### src/rtl/alu_issue_stage_if.sv
// Issue/result handshake bundle for alu_issue_stage.
// The decoder side (in_*) offers decoded ALU instructions; the MEM/WB side
// (out_*) consumes results. The stage itself connects through the slave modport.
interface alu_issue_stage_if #(
  parameter int XLEN   = 32,
  parameter int REG_AW = 5
);
  logic              in_valid;
  logic              in_ready;
  logic [2:0]        in_funct3;
  logic              in_funct7_5;
  logic              in_is_imm;
  logic [1:0]        in_a_sel;
  logic [REG_AW-1:0] in_rs1;
  logic [REG_AW-1:0] in_rs2;
  logic [XLEN-1:0]   in_rs1_val;
  logic [XLEN-1:0]   in_rs2_val;
  logic [XLEN-1:0]   in_imm;
  logic [XLEN-1:0]   in_pc;
  logic [REG_AW-1:0] in_rd;

  logic              out_valid;
  logic              out_ready;
  logic [REG_AW-1:0] out_rd;
  logic [XLEN-1:0]   out_data;

  modport master (
    output in_valid, in_funct3, in_funct7_5, in_is_imm, in_a_sel,
           in_rs1, in_rs2, in_rs1_val, in_rs2_val, in_imm, in_pc, in_rd,
    input  in_ready,
    input  out_valid, out_rd, out_data,
    output out_ready
  );

  modport slave (
    input  in_valid, in_funct3, in_funct7_5, in_is_imm, in_a_sel,
           in_rs1, in_rs2, in_rs1_val, in_rs2_val, in_imm, in_pc, in_rd,
    output in_ready,
    output out_valid, out_rd, out_data,
    input  out_ready
  );
endinterface

### src/rtl/alu_issue_stage.sv
// alu_issue_stage: ID/EX stage in front of the ALU.
// S1 (issue register) holds the encoded func and selected operands and drives
// the ALU directly; S2 (result register) captures the ALU result for MEM/WB.
// Optional feature macro: ALU_ISSUE_FORWARD_EN enables a writeback bypass into
// the operands at accept time and while S1 is stalled. Without it the wb_*
// ports are present but ignored.
module alu_issue_stage #(
  parameter int XLEN   = 32,
  parameter int REG_AW = 5
) (
  input  logic              clock,
  input  logic              reset,
  input  logic              flush,
  alu_issue_stage_if.slave  bus,
  input  logic              wb_en,
  input  logic [REG_AW-1:0] wb_rd,
  input  logic [XLEN-1:0]   wb_data,
  output logic [3:0]        alu_func,
  output logic [XLEN-1:0]   alu_in1,
  output logic [XLEN-1:0]   alu_in2,
  input  logic [XLEN-1:0]   alu_result
);

  // S1 issue register
  logic              s1_valid_q, s1_valid_d;
  logic [3:0]        s1_func_q,  s1_func_d;
  logic [XLEN-1:0]   s1_op1_q,   s1_op1_d;
  logic [XLEN-1:0]   s1_op2_q,   s1_op2_d;
  logic [REG_AW-1:0] s1_rd_q,    s1_rd_d;
  // S2 result register
  logic              s2_valid_q, s2_valid_d;
  logic [REG_AW-1:0] s2_rd_q,    s2_rd_d;
  logic [XLEN-1:0]   s2_data_q,  s2_data_d;

  logic              s2_adv_s;
  logic              s1_adv_s;
  logic              in_ready_s;
  logic              accept_s;
  logic [3:0]        enc_func_s;
  logic [XLEN-1:0]   rs1_val_s;
  logic [XLEN-1:0]   rs2_val_s;
  logic [XLEN-1:0]   op1_sel_s;
  logic [XLEN-1:0]   op2_sel_s;

`ifdef ALU_ISSUE_FORWARD_EN
  // Source indices and bypass qualifiers kept with the held instruction
  logic [REG_AW-1:0] s1_rs1_q,  s1_rs1_d;
  logic [REG_AW-1:0] s1_rs2_q,  s1_rs2_d;
  logic              s1_fwd1_q, s1_fwd1_d;
  logic              s1_fwd2_q, s1_fwd2_d;

  // A writeback hits a source index only if enabled and not targeting x0
  function automatic logic wb_hit(input logic en, input logic [REG_AW-1:0] wr,
                                  input logic [REG_AW-1:0] idx);
    return en && (wr != {REG_AW{1'b0}}) && (wr == idx);
  endfunction
`else
  logic unused_wb_s;
  assign unused_wb_s = ^{wb_en, wb_rd, wb_data, bus.in_rs1, bus.in_rs2};
`endif

  // Handshake: S1 may advance whenever S2 can take it; no accept during flush
  always_comb begin
    s2_adv_s   = !s2_valid_q || bus.out_ready;
    s1_adv_s   = s2_adv_s;
    in_ready_s = !flush && (!s1_valid_q || s1_adv_s);
    accept_s   = bus.in_valid && in_ready_s;
  end

  // Decode the incoming instruction: ALU func encoding and operand selection
  always_comb begin
    enc_func_s = {1'b0, bus.in_funct3};
    if ((bus.in_funct3 == 3'b101) || ((bus.in_funct3 == 3'b000) && !bus.in_is_imm)) begin
      enc_func_s[3] = bus.in_funct7_5;
    end else begin
      enc_func_s[3] = 1'b0;
    end
    rs1_val_s = bus.in_rs1_val;
    rs2_val_s = bus.in_rs2_val;
`ifdef ALU_ISSUE_FORWARD_EN
    if ((bus.in_a_sel == 2'b00) && wb_hit(wb_en, wb_rd, bus.in_rs1)) begin
      rs1_val_s = wb_data;
    end else begin
      rs1_val_s = bus.in_rs1_val;
    end
    if (!bus.in_is_imm && wb_hit(wb_en, wb_rd, bus.in_rs2)) begin
      rs2_val_s = wb_data;
    end else begin
      rs2_val_s = bus.in_rs2_val;
    end
`endif
    case (bus.in_a_sel)
      2'b00:   op1_sel_s = rs1_val_s;
      2'b01:   op1_sel_s = bus.in_pc;
      default: op1_sel_s = {XLEN{1'b0}};
    endcase
    if (bus.in_is_imm) begin
      op2_sel_s = bus.in_imm;
    end else begin
      op2_sel_s = rs2_val_s;
    end
  end

  // S1 next state: flush kills, accept loads, advance empties, stall holds
  always_comb begin
    s1_valid_d = s1_valid_q;
    s1_func_d  = s1_func_q;
    s1_op1_d   = s1_op1_q;
    s1_op2_d   = s1_op2_q;
    s1_rd_d    = s1_rd_q;
`ifdef ALU_ISSUE_FORWARD_EN
    s1_rs1_d   = s1_rs1_q;
    s1_rs2_d   = s1_rs2_q;
    s1_fwd1_d  = s1_fwd1_q;
    s1_fwd2_d  = s1_fwd2_q;
`endif
    if (flush) begin
      s1_valid_d = 1'b0;
    end else if (accept_s) begin
      s1_valid_d = 1'b1;
      s1_func_d  = enc_func_s;
      s1_op1_d   = op1_sel_s;
      s1_op2_d   = op2_sel_s;
      s1_rd_d    = bus.in_rd;
`ifdef ALU_ISSUE_FORWARD_EN
      s1_rs1_d   = bus.in_rs1;
      s1_rs2_d   = bus.in_rs2;
      s1_fwd1_d  = (bus.in_a_sel == 2'b00);
      s1_fwd2_d  = !bus.in_is_imm;
`endif
    end else if (s1_adv_s) begin
      s1_valid_d = 1'b0;
    end else begin
`ifdef ALU_ISSUE_FORWARD_EN
      // Stalled: keep the held operands current with the register file
      if (s1_valid_q && s1_fwd1_q && wb_hit(wb_en, wb_rd, s1_rs1_q)) begin
        s1_op1_d = wb_data;
      end else begin
        s1_op1_d = s1_op1_q;
      end
      if (s1_valid_q && s1_fwd2_q && wb_hit(wb_en, wb_rd, s1_rs2_q)) begin
        s1_op2_d = wb_data;
      end else begin
        s1_op2_d = s1_op2_q;
      end
`else
      s1_valid_d = s1_valid_q;
`endif
    end
  end

  // S2 next state: capture ALU result when S1 moves, drain on consumer handshake
  always_comb begin
    s2_valid_d = s2_valid_q;
    s2_rd_d    = s2_rd_q;
    s2_data_d  = s2_data_q;
    if (flush) begin
      s2_valid_d = 1'b0;
    end else if (s1_adv_s && s1_valid_q) begin
      s2_valid_d = 1'b1;
      s2_rd_d    = s1_rd_q;
      s2_data_d  = alu_result;
    end else if (s2_valid_q && bus.out_ready) begin
      s2_valid_d = 1'b0;
    end else begin
      s2_valid_d = s2_valid_q;
    end
  end

  // Pipeline registers with synchronous reset
  always_ff @(posedge clock) begin
    if (reset) begin
      s1_valid_q <= 1'b0;
      s1_func_q  <= 4'b0000;
      s1_op1_q   <= {XLEN{1'b0}};
      s1_op2_q   <= {XLEN{1'b0}};
      s1_rd_q    <= {REG_AW{1'b0}};
      s2_valid_q <= 1'b0;
      s2_rd_q    <= {REG_AW{1'b0}};
      s2_data_q  <= {XLEN{1'b0}};
    end else begin
      s1_valid_q <= s1_valid_d;
      s1_func_q  <= s1_func_d;
      s1_op1_q   <= s1_op1_d;
      s1_op2_q   <= s1_op2_d;
      s1_rd_q    <= s1_rd_d;
      s2_valid_q <= s2_valid_d;
      s2_rd_q    <= s2_rd_d;
      s2_data_q  <= s2_data_d;
    end
  end

`ifdef ALU_ISSUE_FORWARD_EN
  // Bypass bookkeeping registers for the held instruction
  always_ff @(posedge clock) begin
    if (reset) begin
      s1_rs1_q  <= {REG_AW{1'b0}};
      s1_rs2_q  <= {REG_AW{1'b0}};
      s1_fwd1_q <= 1'b0;
      s1_fwd2_q <= 1'b0;
    end else begin
      s1_rs1_q  <= s1_rs1_d;
      s1_rs2_q  <= s1_rs2_d;
      s1_fwd1_q <= s1_fwd1_d;
      s1_fwd2_q <= s1_fwd2_d;
    end
  end
`endif

  assign bus.in_ready  = in_ready_s;
  assign bus.out_valid = s2_valid_q;
  assign bus.out_rd    = s2_rd_q;
  assign bus.out_data  = s2_data_q;
  assign alu_func      = s1_func_q;
  assign alu_in1       = s1_op1_q;
  assign alu_in2       = s1_op2_q;

endmodule

### src/flat_wrapper.sv
// flat-port wrapper written by rule: the top's interface ports become plain ports
module alu_issue_stage_flat 
#(
  parameter int XLEN   = 32,
  parameter int REG_AW = 5
)
  (clock, reset, flush, wb_en, wb_rd, wb_data, alu_func, alu_in1, alu_in2, alu_result, bus_in_valid, bus_in_funct3, bus_in_funct7_5, bus_in_is_imm, bus_in_a_sel, bus_in_rs1, bus_in_rs2, bus_in_rs1_val, bus_in_rs2_val, bus_in_imm, bus_in_pc, bus_in_rd, bus_in_ready, bus_out_valid, bus_out_rd, bus_out_data, bus_out_ready);
  alu_issue_stage_if #(.XLEN(XLEN), .REG_AW(REG_AW)) bus_i ();
  input  logic clock;
  input  logic reset;
  input  logic flush;
  input  logic wb_en;
  input  logic [REG_AW-1:0] wb_rd;
  input  logic [XLEN-1:0] wb_data;
  output logic [3:0] alu_func;
  output logic [XLEN-1:0] alu_in1;
  output logic [XLEN-1:0] alu_in2;
  input  logic [XLEN-1:0] alu_result;
  input wire logic [$bits(bus_i.in_valid)-1:0] bus_in_valid;
  input wire logic [$bits(bus_i.in_funct3)-1:0] bus_in_funct3;
  input wire logic [$bits(bus_i.in_funct7_5)-1:0] bus_in_funct7_5;
  input wire logic [$bits(bus_i.in_is_imm)-1:0] bus_in_is_imm;
  input wire logic [$bits(bus_i.in_a_sel)-1:0] bus_in_a_sel;
  input wire logic [$bits(bus_i.in_rs1)-1:0] bus_in_rs1;
  input wire logic [$bits(bus_i.in_rs2)-1:0] bus_in_rs2;
  input wire logic [$bits(bus_i.in_rs1_val)-1:0] bus_in_rs1_val;
  input wire logic [$bits(bus_i.in_rs2_val)-1:0] bus_in_rs2_val;
  input wire logic [$bits(bus_i.in_imm)-1:0] bus_in_imm;
  input wire logic [$bits(bus_i.in_pc)-1:0] bus_in_pc;
  input wire logic [$bits(bus_i.in_rd)-1:0] bus_in_rd;
  output wire logic [$bits(bus_i.in_ready)-1:0] bus_in_ready;
  output wire logic [$bits(bus_i.out_valid)-1:0] bus_out_valid;
  output wire logic [$bits(bus_i.out_rd)-1:0] bus_out_rd;
  output wire logic [$bits(bus_i.out_data)-1:0] bus_out_data;
  input wire logic [$bits(bus_i.out_ready)-1:0] bus_out_ready;
  assign bus_i.in_valid = bus_in_valid;
  assign bus_i.in_funct3 = bus_in_funct3;
  assign bus_i.in_funct7_5 = bus_in_funct7_5;
  assign bus_i.in_is_imm = bus_in_is_imm;
  assign bus_i.in_a_sel = bus_in_a_sel;
  assign bus_i.in_rs1 = bus_in_rs1;
  assign bus_i.in_rs2 = bus_in_rs2;
  assign bus_i.in_rs1_val = bus_in_rs1_val;
  assign bus_i.in_rs2_val = bus_in_rs2_val;
  assign bus_i.in_imm = bus_in_imm;
  assign bus_i.in_pc = bus_in_pc;
  assign bus_i.in_rd = bus_in_rd;
  assign bus_in_ready = bus_i.in_ready;
  assign bus_out_valid = bus_i.out_valid;
  assign bus_out_rd = bus_i.out_rd;
  assign bus_out_data = bus_i.out_data;
  assign bus_i.out_ready = bus_out_ready;
  alu_issue_stage #(.XLEN(XLEN), .REG_AW(REG_AW)) u_core (.clock(clock), .reset(reset), .flush(flush), .bus(bus_i), .wb_en(wb_en), .wb_rd(wb_rd), .wb_data(wb_data), .alu_func(alu_func), .alu_in1(alu_in1), .alu_in2(alu_in2), .alu_result(alu_result));
endmodule
### config.mk
export PLATFORM = sky130hd
export DESIGN_NAME = alu_issue_stage_flat
export DESIGN_NICKNAME = d
export VERILOG_FILES = /design/src/rtl/alu_issue_stage_if.sv /design/src/rtl/alu_issue_stage.sv /design/src/flat_wrapper.sv
export SDC_FILE = /design/constraint.sdc
export NUM_CORES = 1
export LEC_CHECK = 0
export CAP_MARGIN = 20
export CORE_UTILIZATION = 33
export CTS_CLUSTER_SIZE = 30
export DETAILED_ROUTE_END_ITERATION = 16
export MAX_ROUTING_LAYER = met4
export PLACE_DENSITY = 0.83
export SYNTH_ARGS = -nofsm -noshare
export SYNTH_HDL_FRONTEND = slang
export SYNTH_SLANG_ARGS = --single-unit
### constraint.sdc
create_clock -name clock -period 1.1 [get_ports clock]
set_input_delay 0.275 -clock clock [delete_from_list [all_inputs] [get_ports clock]]
set_output_delay 0.275 -clock clock [all_outputs]
set_load 0.02 [all_outputs]
# ---- Yosys cells after proc, flatten, opt, wreduce, memory -nomap -nowiden
# Cells that the tools add are included.
dict set report totals {
  output_inout_bits 107
  wordCells 37
  in_bits 225
  reg_bits 112
}
dict set report op_classes {
  reduce_logical 19
  eq_ne 2
  mux 7
  bitwise 1
}
# op n
set op_table {}
lappend op_table {{one-hot mux 32 bit (2 select lines)} 1}
lappend op_table {{2-to-1 mux 32 bit} 1}
lappend op_table {{logical AND 1 bit} 5}
lappend op_table {{2-to-1 mux 1 bit} 5}
lappend op_table {{zero test 1 bit} 4}
lappend op_table {{AND reduction 2 bit} 2}
lappend op_table {{nonzero test 2 bit} 2}
lappend op_table {{== test 3 bit (second input constant)} 1}
lappend op_table {{zero test 3 bit} 1}
lappend op_table {{logical OR 1 bit} 3}
lappend op_table {{== test 2 x 1 -> 1 bit (second input constant)} 1}
lappend op_table {{zero test 2 bit} 1}
lappend op_table {{OR reduction 2 bit} 1}
lappend op_table {{inverter 1 bit} 1}

# ---- Depth between registers and ports, before layout
dict set report logic_depth {
  depth_word 6
  depth_mapped 5
  ltp_nobuf 3
}

# ---- Least setup slack after synthesis
# No wires, ideal clock.
dict set report synth_timing {
  path_kind {reg-to-output}
  from {register u_core.s2_valid_q, in the netlist u_core.bus.out_valid}
  to {output bus_in_ready}
  setup_slack_ps -326
  required_time_ps 825
  stages_incl_launch_ff 5
  path_buffers 2
  arrival_time_ps 1151
  cell_sequence {dfxtp_1 and3b_1 buf_6 buf_2 nor2_1}
}
dict set report synth_via {
  elab_chain_cells 4
}
# element line
set synth_lines {}
lappend synth_lines {{start: declaration} alu_issue_stage.sv:31} ;# logic s2_valid_q, s2_valid_d;
lappend synth_lines {{start signal: assignment} alu_issue_stage.sv:187} ;# s2_valid_q <= s2_valid_d;
lappend synth_lines {{zero test 1 bit} alu_issue_stage.sv:64} ;# s2_adv_s = !s2_valid_q || bus.out_ready;
lappend synth_lines {{logical OR 1 bit} alu_issue_stage.sv:64}
lappend synth_lines {{logical OR 1 bit} alu_issue_stage.sv:66} ;# in_ready_s = !flush && (!s1_valid_q || s1_adv_s);
lappend synth_lines {{logical AND 1 bit} alu_issue_stage.sv:66}
lappend synth_lines {{end: declaration} flat_wrapper.sv:31} ;# output wire logic [$bits(bus_i.in_ready)-1:0] bus_in_ready;
# Every way passes these cells.

# ---- Final worst setup path
dict set report layout_timing {
  from {register u_core.s2_valid_q, in the netlist u_core.bus.out_valid}
  to {register u_core.s1_op2_q[12], in the netlist u_core.alu_in2[12]}
}
dict set report layout_via {
  elab_chain_cells 6
}
# element line
set layout_lines {}
lappend layout_lines {{zero test 1 bit} alu_issue_stage.sv:64}
lappend layout_lines {{logical OR 1 bit} alu_issue_stage.sv:64}
lappend layout_lines {{logical OR 1 bit} alu_issue_stage.sv:66}
lappend layout_lines {{logical AND 1 bit} alu_issue_stage.sv:66}
lappend layout_lines {{logical AND 1 bit} alu_issue_stage.sv:67} ;# accept_s = bus.in_valid && in_ready_s;
lappend layout_lines {{AND reduction 2 bit (no line)} n/a}
lappend layout_lines {{end signal: assignment} alu_issue_stage.sv:176} ;# s1_op2_q <= {XLEN{1'b0}};
lappend layout_lines {{end signal: assignment} alu_issue_stage.sv:185} ;# s1_op2_q <= s1_op2_d;
lappend layout_lines {{end: declaration} alu_issue_stage.sv:28} ;# logic [XLEN-1:0] s1_op2_q, s1_op2_d;
# Every way passes these cells.
# A chain may end at the register's enable or synchronous reset.

==> summary.txt <==
Status = finished, violations left
Violated checks = setup timing
Required @ worst endpoint = 1.32 ns
Hold Path Depth = 2
Sw power = 2.555 mW
GR Overflow Total = 0
Max-slew headroom = 79.83%
Largest net degree at the start of global routing = 45
Max cap viols = 0
Critical path arrival = 1.63 ns
Core Area = 15310 sq um
Met3 Usage GRT = 5.885%
Worst R2R Setup Slack = -0.31 ns
First-pass GRT wire length = 29860 um
Final setup violation count = 115
Switching share of power = 25.46%
# IOs = 332
Row cnt = 45
Placement Cell Area = 8617 sq um
Hold Crit Class = in2reg
Mapped Cells = 560
Setup crit end kind = register
Drt first-iter violations = 240
EDFF count, synth = 0
Max VDD drop = 0.0008124 V
Pre-Repair DR Iteration Count = 6
CP Max Fanout = 25
Fin crit share = 128.2%
Post-synth top area cell = dfxtp_1
Post-Route WL = 20510 um
CTS sink cnt = 112
Internal power = 7.479 mW
Final setup TNS = -23.99 ns
Root buf cell = clkbuf_16
RSZ-0062 raised after global routing = yes
DRC errors left = 0
Synth Warn # = 0
Most frequent cells after synthesis = dfxtp_1 (112), a21oi_1 (110), o21ai_0 (66)
Die area = 16320 sq um
Post-route ant nets = 0
Min-delay src = reset
Finished Core Util = 67.55%
Wire length per cell = 18.63 um
Final Critical Period = 1.410 ns
Worst r2r src = u_core.bus.out_valid
Yosys cell types = 29
Yosys top cell area share = 42.96%
Synth-to-layout area growth = 98.23%
Setup Crit Path Kind = reg2reg
Via count = 5810
Syn Area/Cell = 9.319 sq um
Initial antenna violation count = 1
Starting Density = 34.08%
Nets@finish = 1109
Pwr Density = 969.9 nW/um^2
Layout cell share with drive strength beyond 1 = 55.79%
Clock buffer depth = 2
Vias per inst = 5.277
Buffers on Ports = 283
Power, Total = 10.03 mW
Peak Freq = 709.3 MHz
GRT Total Usage = 24.17%
Share of async-settable or async-resettable flops after synthesis = 0%
Prevailing post-synth register cell = dfxtp_1
Final worst slack = -0.3098 ns
GR Util met2 = 40.70%
Fin. Hold Viols = 0
Hpwl dp = 12380 um
CP Launch Point = u_core.bus.out_valid
Most Used Layer, Global Route = met2
Actual slew at the worst max-slew pin = 0.3026 ns
Setup Skew = 0.009646 ns
Clk pwr share = 33.5%
Seq/Total Area, Yosys = 42.96%
CTS buffer count = 9
Most common cell in the netlist = dfxtp_1
Synthesized flop and latch total = 112
Mapped Area = 5219 sq um
Cell area after layout = 10340 sq um
Clock transition at path regs = 0.07 ns
Die Width = 127.8 um
Die H = 127.8 um
Area contributors post-synth = dfxtp_1 (43%), a21oi_1 (11%), a211oi_2 (7.2%)
M1 GR Usage = 27.60%
H-tree depth = 3
TritonCTS clock tree = done
Max-slew violations = 0
R2R depth = 6
Vias in the first global route = 5697
Worst-Skew Late Latency = 0.34 ns
Mapped Nets = 785
Comb pwr share = 23.0%
Gpl congestion = 0.7566
Post-CTS Hold Buffers = 0
Pleak = 3.897 nW
Startpoint types = register
Sequential power share = 43.5%
==> power by group through the flow <==
stage               Clock (mW)  Combinational (mW)  Sequential (mW)
detailed placement           0                2.09             4.38
floorplan                    0               0.733             4.56
global placement             0                2.07             4.38
global route              3.61                2.45             4.37
CTS                       3.43                2.18             4.34
finish                    3.36                2.31             4.36
==> state kept, by name (all words and copies together), names as in the netlist <==
register              flops
u_core.bus.out_rd         5
u_core.alu_in1           32
u_core.bus.out_data      32
u_core.alu_in2           32
u_core.bus.out_valid      1
u_core.alu_func           4
u_core.s1_valid_q         1
u_core.s1_rd_q            5
==> logic make-up (layout without fill, tap and decap cells) <==
group           count (synthesis)  in the layout  share of synthesized area (%)
mux                            64             64                          13.04
simple gates                   95             95                          10.29
other cells                     0              1                              0
buf+inv                        68            397                          8.032
compound gates                221            221                          25.68
flops                         112            112                          42.96
==> routing by layer <==
metal,wire (um),vias up,share of wire [%]
li1,-,2734,-
met5,0,-,0
met3,1452,43,7.1
met2,10530,272,51
met1,7932,2761,39
met4,599,0,2.9
==> what timing repair did <==
item                       CTS  global route
pin swaps                   17            40
gates resized for setup    753           127
buffers inserted            10            24
setup endpoints to repair  219           199
gates cloned                11             6
==> metrics by stage <==
| step | hold WS [ns] | cells | setup slack [ns] |
|---|---|---|---|
| after global routing | 0.2181 | 1101 | -0.3640 |
| after CTS | 0.2192 | 1072 | -0.3233 |
| after detailed placement | 0.4624 | 1035 | -0.9871 |
| after floorplan | 0.3444 | 560 | -0.1075 |
| after global placement | 0.4485 | 1035 | -0.9655 |
| final | 0.2208 | 1101 | -0.3098 |
==> worst paths after layout <==
kind | end
min reg2reg | u_core.alu_in1[13]
max | u_core.alu_in2[12]
min | u_core.alu_func[1]
max reg2reg | u_core.alu_in2[12]
==> area by class of cell <==
class	count	area [sq um]
clock inverters	2	38.79
repair buffers	380	4287
fillers	1121	4970
multi-input cells	380	3104
inverters	1	3.754
diodes	1	2.502
flip-flops and latches	112	2381
well taps	211	264.0
clock buffers	14	264.0
==> critical path, cell delays in order (launching register included) <==
cell	delay (ns)
dfxtp_4	0.34
and3b_2	0.23
buf_6	0.14
buf_12	0.14
nor2_4	0.12
buf_12	0.21
a211oi_2	0.10
==> cells in the final DEF (no fill, tap or decap), types with 23 or more instances in the layout <==
master           instances
clkdlybuf4s50_1        170
buf_6                  118
dfxtp_2                105
a21oi_1                 79
buf_4                   49
o21ai_1                 38
nand3_2                 33
mux2i_1                 32
mux2_2                  32
nand4_1                 32
a21oi_2                 31
a211oi_2                31
o21ai_2                 23
(Power assumes the default switching activity.)
